==> config.mk <==
export PLATFORM = sky130hd
export DESIGN_NAME = fetch_stage
export DESIGN_NICKNAME = d
export VERILOG_FILES = /design/src/rtl/rv32i_pkg.sv /design/src/rtl/pc_register.sv /design/src/rtl/fetch_stage.sv
export SDC_FILE = /design/constraint.sdc
export NUM_CORES = 1
export LEC_CHECK = 0
export CAP_MARGIN = 20
export CORE_MARGIN = 2
export CORE_UTILIZATION = 35
export CTS_CLUSTER_SIZE = 30
export DETAILED_ROUTE_END_ITERATION = 7
export PLACE_DENSITY = 0.74
export SLEW_MARGIN = 15
export SYNTH_ARGS = -nofsm -noshare
export SYNTH_HDL_FRONTEND = slang
export SYNTH_SLANG_ARGS = --single-unit
==> constraint.sdc <==
create_clock -name clk -period 3.8 [get_ports clk]
set_clock_uncertainty 0.15 [all_clocks]
set_input_delay 0.76 -clock clk [delete_from_list [all_inputs] [get_ports clk]]
set_output_delay 0.76 -clock clk [all_outputs]
set_load 0.01 [all_outputs]
==> src/rtl/rv32i_pkg.sv <==
// Shared RV32I constants for the fetch path.
package rv32i_pkg;

  localparam int unsigned XLEN = 32;

  // addi x0,x0,0 -- pipeline bubble encoding
  localparam logic [XLEN-1:0] NOP_ENCODING     = 32'h0000_0013;
  localparam logic [XLEN-1:0] RESET_PC_DEFAULT = 32'h0000_0000;
  localparam logic [XLEN-1:0] PC_STEP          = 32'd4;

endpackage

==> src/rtl/pc_register.sv <==
// Program counter register with next-PC selection.
// Ports:
//   clk, rst            : clock, synchronous active-high reset
//   i_stall             : hold PC
//   i_branch_taken      : redirect request (wins over stall)
//   i_target_word       : redirect target, word address (bits [31:2])
//   o_pc                : PC register output, no logic after the flop
module pc_register
  import rv32i_pkg::*;
#(
  parameter logic [31:0] RESET_PC = rv32i_pkg::RESET_PC_DEFAULT
) (
  input  logic            clk,
  input  logic            rst,
  input  logic            i_stall,
  input  logic            i_branch_taken,
  input  logic [XLEN-3:0] i_target_word,
  output logic [XLEN-1:0] o_pc
);

  logic [XLEN-1:0] r_pc;
  logic [XLEN-1:0] w_pc_next;

  // Priority: redirect > stall > sequential (wraps modulo 2^32)
  always_comb begin
    w_pc_next = r_pc + PC_STEP;
    if (i_branch_taken) begin
      w_pc_next = {i_target_word, 2'b00};
    end else if (i_stall) begin
      w_pc_next = r_pc;
    end
  end

  always_ff @(posedge clk) begin
    if (rst) begin
      r_pc <= RESET_PC;
    end else begin
      r_pc <= w_pc_next;
    end
  end

  assign o_pc = r_pc;

endmodule

==> src/rtl/fetch_stage.sv <==
// Instruction fetch stage: PC register plus IF/ID pipeline register.
// Instruction memory lives outside; it reads Address_PC and returns
// Instruction combinationally.
// Ports:
//   clk, rst                   : clock, synchronous active-high reset
//   Stall, Flush               : hazard unit hold / squash requests
//   Branch_Taken, Branch_Target: redirect from EX
//   Address_PC                 : current PC to instruction memory
//   Instruction                : instruction memory read data
//   IFID_Instruction/PC/PC_Plus4/Valid : IF/ID register contents
//   Misaligned_Target          : one-cycle flag for a non-word-aligned target
module fetch_stage
  import rv32i_pkg::*;
#(
  parameter logic [31:0] RESET_PC  = rv32i_pkg::RESET_PC_DEFAULT,
  parameter logic [31:0] NOP_INSTR = rv32i_pkg::NOP_ENCODING
) (
  input  logic            clk,
  input  logic            rst,
  input  logic            Stall,
  input  logic            Flush,
  input  logic            Branch_Taken,
  input  logic [XLEN-1:0] Branch_Target,
  output logic [XLEN-1:0] Address_PC,
  input  logic [XLEN-1:0] Instruction,
  output logic [XLEN-1:0] IFID_Instruction,
  output logic [XLEN-1:0] IFID_PC,
  output logic [XLEN-1:0] IFID_PC_Plus4,
  output logic            IFID_Valid,
  output logic            Misaligned_Target
);

  logic [XLEN-1:0] w_pc;
  logic [XLEN-1:0] w_pc_plus4;
  logic            w_squash;

  logic [XLEN-1:0] r_ifid_instr;
  logic [XLEN-1:0] r_ifid_pc;
  logic [XLEN-1:0] r_ifid_pc_plus4;
  logic            r_ifid_valid;
  logic            r_misaligned;

  pc_register #(
    .RESET_PC (RESET_PC)
  ) u_pc_register (
    .clk            (clk),
    .rst            (rst),
    .i_stall        (Stall),
    .i_branch_taken (Branch_Taken),
    .i_target_word  (Branch_Target[XLEN-1:2]),
    .o_pc           (w_pc)
  );

  assign w_pc_plus4 = w_pc + PC_STEP;
  // A redirect squashes whatever is in IF this cycle
  assign w_squash   = Flush | Branch_Taken;

  // IF/ID register: reset > squash > stall > capture
  always_ff @(posedge clk) begin
    if (rst) begin
      r_ifid_instr    <= NOP_INSTR;
      r_ifid_pc       <= RESET_PC;
      r_ifid_pc_plus4 <= RESET_PC + PC_STEP;
      r_ifid_valid    <= 1'b0;
    end else if (w_squash) begin
      r_ifid_instr    <= NOP_INSTR;
      r_ifid_pc       <= w_pc;
      r_ifid_pc_plus4 <= w_pc_plus4;
      r_ifid_valid    <= 1'b0;
    end else if (!Stall) begin
      r_ifid_instr    <= Instruction;
      r_ifid_pc       <= w_pc;
      r_ifid_pc_plus4 <= w_pc_plus4;
      r_ifid_valid    <= 1'b1;
    end
  end

  always_ff @(posedge clk) begin
    if (rst) begin
      r_misaligned <= 1'b0;
    end else begin
      r_misaligned <= Branch_Taken & (Branch_Target[1:0] != 2'b00);
    end
  end

  assign Address_PC        = w_pc;
  assign IFID_Instruction  = r_ifid_instr;
  assign IFID_PC           = r_ifid_pc;
  assign IFID_PC_Plus4     = r_ifid_pc_plus4;
  assign IFID_Valid        = r_ifid_valid;
  assign Misaligned_Target = r_misaligned;

endmodule

; ---- Word level (Yosys, flattened, before mapping)
; Index checks and enable logic that the tools add are counted.
[word_totals]
reg_bits = 130
output_inout_bits = 130
word_cells = 21
[classes]
n_addsub = 1
eq_ne = 2
n_mux = 6
bitwise = 2
n_reduce_logical = 3
[op_table]
columns = op, n
row1 = 32-bit 2-to-1 mux, 6
row2 = "32-bit by 3-bit adder with 32-bit output, second input constant", 1
row3 = "2-bit by 1-bit inequality test with 1-bit output, second input constant", 2
row4 = 2-bit OR reduction, 2
row5 = 2-bit nonzero test, 1
row6 = 1-bit bitwise AND, 1
row7 = 1-bit bitwise OR, 1

; ---- Depth between registers and ports, before layout
; Gate-level depths: netlist (run 1).
[logic_depth]
depth_word = 3
mapped_depth = 7

; ---- By module
; Synthesis (run 1) repeated with hierarchy kept, for this count alone.
[unflattened]
cells_unflattened = 667
hier_area_um2 = 5730.5
[by_module_without_submodules]
columns = mod, n_inst, cells_per_inst, area_per_inst_um2
row1 = fetch_stage, 1, 447, 3951.3
row2 = pc_register, 1, 220, 1779.2

; ---- Least setup slack after synthesis (run 1)
; Ideal clock, no wire load.
[synth_path]
path_type = input port to flip-flop
startpoint = input Stall
endpoint = register r_ifid_pc_plus4[7], in the netlist IFID_PC_Plus4[7]
t_arrival_ns = 2.143
path_slack_ns = 1.421
stages = 6
path_cell_list = clkbuf_1 -> or3b_2 -> clkbuf_1 -> buf_2 -> clkbuf_1 -> a211oi_1
[synth_between]
elab_chain_len = 1
[synth_rtl]
columns = item, line
row1 = from (decl), fetch_stage.sv:20  ; input logic Stall,
row2 = 2-bit by 1-bit inequality test with 1-bit output (no line), n/a
row3 = to (signal assigned), fetch_stage.sv:63  ; r_ifid_pc_plus4 <= RESET_PC + PC_STEP;
row4 = to (signal assigned), fetch_stage.sv:68  ; r_ifid_pc_plus4 <= w_pc_plus4;
row5 = to (signal assigned), fetch_stage.sv:73  ; r_ifid_pc_plus4 <= w_pc_plus4;
row6 = to (decl), fetch_stage.sv:39  ; logic [XLEN-1:0] r_ifid_pc_plus4;
; No other way between the ends.
; A chain may end at the register's enable or synchronous reset.

; ---- Worst setup path in the final report (run 1)
[layout_path]
startpoint = register u_pc_register.r_pc[7], in the netlist u_pc_register.o_pc[7]
endpoint = register u_pc_register.r_pc[30], in the netlist u_pc_register.o_pc[30]
[layout_between]
elab_chain_len = 3
[layout_rtl]
columns = item, line
row1 = from (decl), pc_register.sv:21  ; logic [XLEN-1:0] r_pc;
row2 = from (signal assigned), pc_register.sv:38  ; r_pc <= w_pc_next;
row3 = 32-bit by 3-bit adder with 32-bit output, pc_register.sv:26  ; w_pc_next = r_pc + PC_STEP;
row4 = 32-bit 2-to-1 mux, pc_register.sv:29  ; end else if (i_stall) begin
row5 = 32-bit 2-to-1 mux, pc_register.sv:27  ; if (i_branch_taken) begin
; No other way between the ends. The select of a mux whose other input is x is not followed.

==> results of run 1 <==
==> worst max-delay path: stages, from the launching register on <==
cell      delay [ps]
dfxtp_1          540
nand3_1          380
buf_4            310
or4_1            620
o311ai_0         400
o211ai_1         150
==> stage by stage <==
stage,total power [mW],cell area [µm²],utilization [%],hold slack (ps)
floorplan,1.66,5700,-,324
detailed placement,1.92,7670,48.3,297
finish,3.57,8270,52.1,304
global route,3.69,8270,52.1,322
CTS,3.59,8270,52.1,305
global placement,1.92,7670,48.3,289
==> power groups by stage <==
stage	logic [mW]	clock network (mW)	registers [mW]
after floorplan	0.194	0	1.47
after global placement	0.434	0	1.48
final	0.439	1.67	1.46
after CTS	0.442	1.70	1.46
after detailed placement	0.439	0	1.48
after global routing	0.474	1.75	1.47
==> cell type report <==
| cell class | instances | share of cell area, % |
|---|---|---|
| Clock inverter | 7 | 1.33 |
| Tap cell | 216 | 3.27 |
| Timing Repair Buffer | 204 | 24.2 |
| Clock buffer | 25 | 5.99 |
| Multi-Input combinational cell | 476 | 34.8 |
| Inverter | 8 | 0.363 |
| Sequential cell | 124 | 30.0 |
==> cells by family (layout without fill, tap and decap cells) <==
family / count (synthesis) / in the layout
AOI/OAI and AO/OA: 130 / 130
xor gates and xnor gates: 22 / 22
and+or+nand+nor: 287 / 287
other: 1 / 6
buffers and inverters: 77 / 244
DFF: 124 / 124
adders and majority gates: 1 / 1
muxes: 30 / 30
==> cells in the mapped netlist (5+ instances only) <==
master and number:
or3_1 6, and2_1 5, a311oi_1 23, nand4_1 10, nor3_1 8, nor4_1 18, nor2b_1 5, xor2_1 5
a211oi_1 24, nor2_1 86, mux2i_1 30, inv_1 8, dfxtp_1 124, nor3b_1 5, o21ai_0 8, and3_1 7
o31ai_1 17, or4_1 20, and4_1 7, buf_2 17, clkbuf_1 36, nand3_1 14, xnor2_1 17, nand2_1 82
buf_1 9, a21oi_1 36, buf_4 7, a31oi_1 6
==> worst paths after layout <==
| kind | start | end | cells after the start |
|---|---|---|---|
| worst min register to register | IFID_Valid | IFID_Valid | 2 |
| worst max-delay path | u_pc_register.o_pc[7] | u_pc_register.o_pc[30] | 5 |
| worst max register to register | u_pc_register.o_pc[7] | u_pc_register.o_pc[30] | 5 |
| worst min-delay path | IFID_Valid | IFID_Valid | 2 |
==> placed cells by master (no fill, tap or decap), types with 18 or more instances in the layout <==
master	count
nand2_1	82
a311oi_1	23
dfxtp_1	124
a211oi_1	24
or4_1	20
mux2i_1	30
a21oi_1	36
clkdlybuf4s50_1	190
nor4_1	18
nor2_1	86
==> registers in the layout, indices dropped and copies added (netlist names) <==
| register | count |
|---|---|
| u_pc_register.o_pc | 30 |
| IFID_PC_Plus4 | 30 |
| IFID_Valid | 1 |
| IFID_PC | 30 |
| IFID_Instruction | 32 |
| Misaligned_Target | 1 |
==> metal layers <==
| layer | vias to the layer above | routed length (µm) | GRT usage, % |
|---|---|---|---|
| met1 | 2678 | 7910 | 26.5 |
| met4 | 0 | 205 | 5.92 |
| met5 | - | 0 | 0 |
| met2 | 283 | 8460 | 33.3 |
| li1 | 2736 | - | - |
| met3 | 19 | 1980 | 9.07 |
==> impl_metrics.env, run 1 <==
export IMPL_status="completed"
export IMPL_clockBufferDepth=2
export IMPL_synthCells=672
export IMPL_yosys_warnings=0
export IMPL_cts_buffers=17
export IMPL_drt_pass1_iterations=5
export IMPL_cts_max_level=4
export IMPL_finalNetCount=901
export IMPL_fp_dieW_um=131
export IMPL_post_route_drc_count=0
export IMPL_seqPwrFrac_pct=40.8
export IMPL_root_buffer="clkbuf_16"
export IMPL_wl_um=18600
export IMPL_cp_start_kind="flip-flop"
export IMPL_ys_flop_type="dfxtp_1"
export IMPL_synth_simple_gate_area_share_pct=25.5
export IMPL_cts_resized=0
export IMPL_multi_input_area_um2=2880
export IMPL_maxCapViolCount=0
export IMPL_placed_cells=1028
export IMPL_track_usage_pct=21.2
export IMPL_tightest_slew_ps=978
export IMPL_area_delta_synth_final_pct=45.8
export IMPL_synth_seq_cells=124
export IMPL_synth_mux_area_share_pct=5.29
export IMPL_min_period_over_period_pct=71.6
export IMPL_path_max_fanout=12
export IMPL_grt_pass1_wl_um=29300
export IMPL_diodes=0
export IMPL_first_global_vias=5462
export IMPL_setup_tns_ps=0
export IMPL_syn_area_per_cell_um2=8.45
export IMPL_routabilityCongestion=0.874
export IMPL_first_iter_violations=542
export IMPL_antenna_found_initial=0
export IMPL_core_um2=15900
export IMPL_cts_setup_buffers=0
export IMPL_synth_edf_count=0
export IMPL_synth_compound_area_share_pct=15.9
export IMPL_critPathRequiredTime_ps=3910
export IMPL_ys_types=49
export IMPL_synth_top_area_share_pct=43.7
export IMPL_final_antenna_net_count=0
export IMPL_cts_sinks=124
export IMPL_rrSetupSlack_ps=1080
export IMPL_pre_cts_slack_ps=893
export IMPL_p_int_mw=2.71
export IMPL_die_h_um=131
export IMPL_io_pins=199
export IMPL_grt_ovfl_total=0
export IMPL_rsz0062_at_grt="false"
export IMPL_power_density_nw_per_um2=431
export IMPL_drive_gt1_share_pct=5.92
export IMPL_via_per_inst=5.39
export IMPL_max_slew_margin_pct=34.8
export IMPL_cts_hold_buf=0
export IMPL_netlist_area_um2=5680
export IMPL_synth_xor_area_share_pct=3.39
export IMPL_initial_core_util_pct=35.7
export IMPL_finalSetupViolCount=0
export IMPL_fillCellCount=1528
export IMPL_pwr_share_clk_pct=46.9
export IMPL_synthArstFlopShare_pct=0
export IMPL_std_cell_rows=46
export IMPL_fin_crit_ps=2720
export IMPL_cts_tree="yes"
export IMPL_drv_slew=0
export IMPL_vias=5716
export IMPL_worst_slack_ps=1080
export IMPL_hold_viol_final=0
export IMPL_hp_class="reg2reg"
export IMPL_portBuffers=192
export IMPL_ir_worst_vdd_mv=0.314
export IMPL_p_leak_nw=2.92
export IMPL_layout_cells_non_filler=1060
export IMPL_p_sw_share_pct=24.1
export IMPL_ff_latch_area_um2=2480
export IMPL_hpwl_um=12900
export IMPL_endpoint_kind="flip-flop"
export IMPL_synth_top_family_by_area="simple AND/OR/NAND/NOR gates"
export IMPL_yosys_top_cells_area="dfxtp_1, nor2_1, nand2_1"
export IMPL_worstSetupPathType="reg2reg"
export IMPL_clock_fmax_ghz=0.367
export IMPL_cp_arrival_ps=2830
export IMPL_die_area_um2=17300
export IMPL_yosysSeqAreaShare_pct=43.7
export IMPL_worstSkewPairLatency_ps=420
export IMPL_p_sw_uw=862
export IMPL_synthAdderAreaFrac_pct=0.220
export IMPL_clkTransAtPathRegs_ps=50
export IMPL_wl_per_cell_um=17.5
export IMPL_grt_max_degree=94
export IMPL_p_comb_share_pct=12.3
export IMPL_synth_top_cell_by_area="dfxtp_1"
No activity file was read; power rests on OpenSTA's default activity.
==> run 2: changes to the inputs <==
--- a/config.mk
+++ b/config.mk
@@ -10,7 +10,7 @@
 export CORE_UTILIZATION = 35
 export CTS_CLUSTER_SIZE = 30
 export DETAILED_ROUTE_END_ITERATION = 7
-export PLACE_DENSITY = 0.74
+export PLACE_DENSITY = 0.76
 export SLEW_MARGIN = 15
 export SYNTH_ARGS = -nofsm -noshare
 export SYNTH_HDL_FRONTEND = slang
==> constraint.sdc (replaced) <==
create_clock -name clk -period 2.5 [get_ports clk]
set_clock_uncertainty 0.15 [all_clocks]
set_input_delay 0.5 -clock clk [delete_from_list [all_inputs] [get_ports clk]]
set_output_delay 0.5 -clock clk [all_outputs]
set_load 0.01 [all_outputs]
==> impl_metrics.env, run 2 (same netlist as run 1, synthesis figures left out) <==
export IMPL_status="completed"
export IMPL_drive_gt1_share_pct=9.88
export IMPL_finalNetCount=940
export IMPL_p_sw_mw=1.32
export IMPL_vias=5759
export IMPL_endpoint_kind="primary output"
export IMPL_cts_max_level=4
export IMPL_startpoint="u_pc_register.o_pc[4]"
export IMPL_maxCapViolCount=0
export IMPL_cts_sinks=124
export IMPL_fin_crit_ps=2310
export IMPL_via_per_inst=5.25
export IMPL_hpwl_um=13600
export IMPL_p_int_mw=3.96
export IMPL_r2r_end="u_pc_register.o_pc[26]"
export IMPL_cts_setup_buffers=0
export IMPL_ir_worst_vdd_mv=0.439
export IMPL_wl_per_cell_um=17.2
export IMPL_first_iter_violations=464
export IMPL_fp_dieW_um=131
export IMPL_rr_worst_depth=6
export IMPL_min_period_over_period_pct=92.2
export IMPL_path_max_fanout=7
export IMPL_hp_class="in2reg"
export IMPL_rsz0062_at_grt="false"
export IMPL_tightest_slew_ps=646
export IMPL_std_cell_rows=46
export IMPL_grt_ovfl_total=0
export IMPL_setup_tns_ps=0
export IMPL_layout_common_cells="clkdlybuf4s50_1, dfxtp_1, nor2_1, nand2_1, buf_4"
export IMPL_root_buffer="clkbuf_16"
export IMPL_finalSetupViolCount=0
export IMPL_p_comb_share_pct=14.3
export IMPL_largest_reg_flops=32
export IMPL_track_usage_pct=21.9
export IMPL_cp_arrival_ps=1660
export IMPL_worst_slack_ps=194
export IMPL_pre_cts_slack_ps=128
export IMPL_placed_cell_area_um2=7990
export IMPL_portBuffers=192
export IMPL_drv_slew=0
export IMPL_critPathRequiredTime_ps=1850
export IMPL_drt_pass1_iterations=5
export IMPL_initial_core_util_pct=35.7
export IMPL_clkTransAtPathRegs_ps=50
export IMPL_max_slew_margin_pct=56.6
export IMPL_cts_resized=0
export IMPL_post_route_drc_count=0
export IMPL_worstSkewPairLatency_ps=420
export IMPL_area_delta_synth_final_pct=50.4
export IMPL_p_sw_share_pct=24.9
export IMPL_die_area_um2=17300
export IMPL_worst_hold_slack_ps=239
export IMPL_cts_hold_buf=0
export IMPL_routabilityCongestion=0.856
export IMPL_fin_area_um2=8540
export IMPL_wl_um=18900
export IMPL_seqPwrFrac_pct=41.1
export IMPL_die_h_um=131
export IMPL_antenna_found_initial=0
export IMPL_endpoint="Address_PC[4]"
export IMPL_pwr_share_clk_pct=44.5
export IMPL_power_density_nw_per_um2=618
export IMPL_first_global_vias=5605
export IMPL_clock_fmax_ghz=0.434
export IMPL_io_pins=199
export IMPL_clockBufferDepth=2
export IMPL_final_common_cell="clkdlybuf4s50_1"
export IMPL_cts_buffers=17
export IMPL_core_um2=15900
export IMPL_diodes=0
export IMPL_cts_tree="yes"
export IMPL_rrSetupSlack_ps=240
export IMPL_final_antenna_net_count=0
export IMPL_cp_start_kind="flip-flop"
export IMPL_grt_max_degree=50
export IMPL_grt_pass1_wl_um=30300
export IMPL_regToRegStartpoint="u_pc_register.o_pc[2]"
export IMPL_worstSetupPathType="reg2out"
export IMPL_p_leak_nw=3.09
export IMPL_hold_viol_final=0
## run 2: changes by cell type in the layout (fill, tap and decap cells not counted)
cell | before | now
clkinvlp_4 | 0 | 2
buf_4 | 13 | 50
clkbuf_8 | 4 | 1
bufinv_16 | 3 | 2
buf_12 | 0 | 2
## run 2: through the flow
stage	total power [mW]	utilization, %	std cells
2_1_floorplan	2.53	-	677
3_3_place_gp	2.96	50.3	1067
3_5_place_dp	2.96	50.3	1067
4_1_cts	5.31	53.7	1097
5_1_grt	5.46	53.7	1097
6_report	5.27	53.7	1097
## run 2: worst max-delay path, stage by stage (launching register included)
cell and delay (ps):
dfxtp_1 450, buf_4 210, clkdlybuf4s50_1 570
## run 2: how the worst min path moves through the flow
| stage | startpoint | end | slack, ps | cells past startpoint |
|---|---|---|---|---|
| 2_1_floorplan | IFID_Valid | IFID_Valid | 320 | 2 |
| 3_3_place_gp | IFID_Valid | IFID_Valid | 290 | 2 |
| 3_5_place_dp | IFID_PC[15] | IFID_PC[15] | 290 | 2 |
| 4_1_cts | rst | IFID_PC_Plus4[30] | 230 | 2 |
| 5_1_grt | rst | IFID_PC_Plus4[30] | 240 | 2 |
| 6_report | rst | IFID_PC_Plus4[30] | 240 | 2 |
## run 2: area by class of cell
cell class                 instances  area, µm²
clock inverter                     8       95.1
clock buffer                      22        454
timing repair buffer             243       2320
multi-input combinational        476       2880
tap                              216        270
sequential                       124       2480
fill                            1479       7350
inverter                           8       30.0
## run 2: power by group through the flow
stage	Clock [mW]	Combinational [mW]	Sequential, mW
after global routing	2.46	0.819	2.18
after CTS	2.38	0.761	2.17
after floorplan	0	0.294	2.23
after detailed placement	0	0.756	2.21
final	2.35	0.756	2.17
after global placement	0	0.749	2.21
## run 2: metal layers
layer / global-route usage (%) / part of all wire (%) / vias to the layer above
li1: - / - / 2815
met1: 27.4 / 43 / 2673
met2: 34.6 / 46 / 243
met3: 8.99 / 10 / 28
met4: 6.76 / 1.5 / 0
met5: 0 / 0 / -
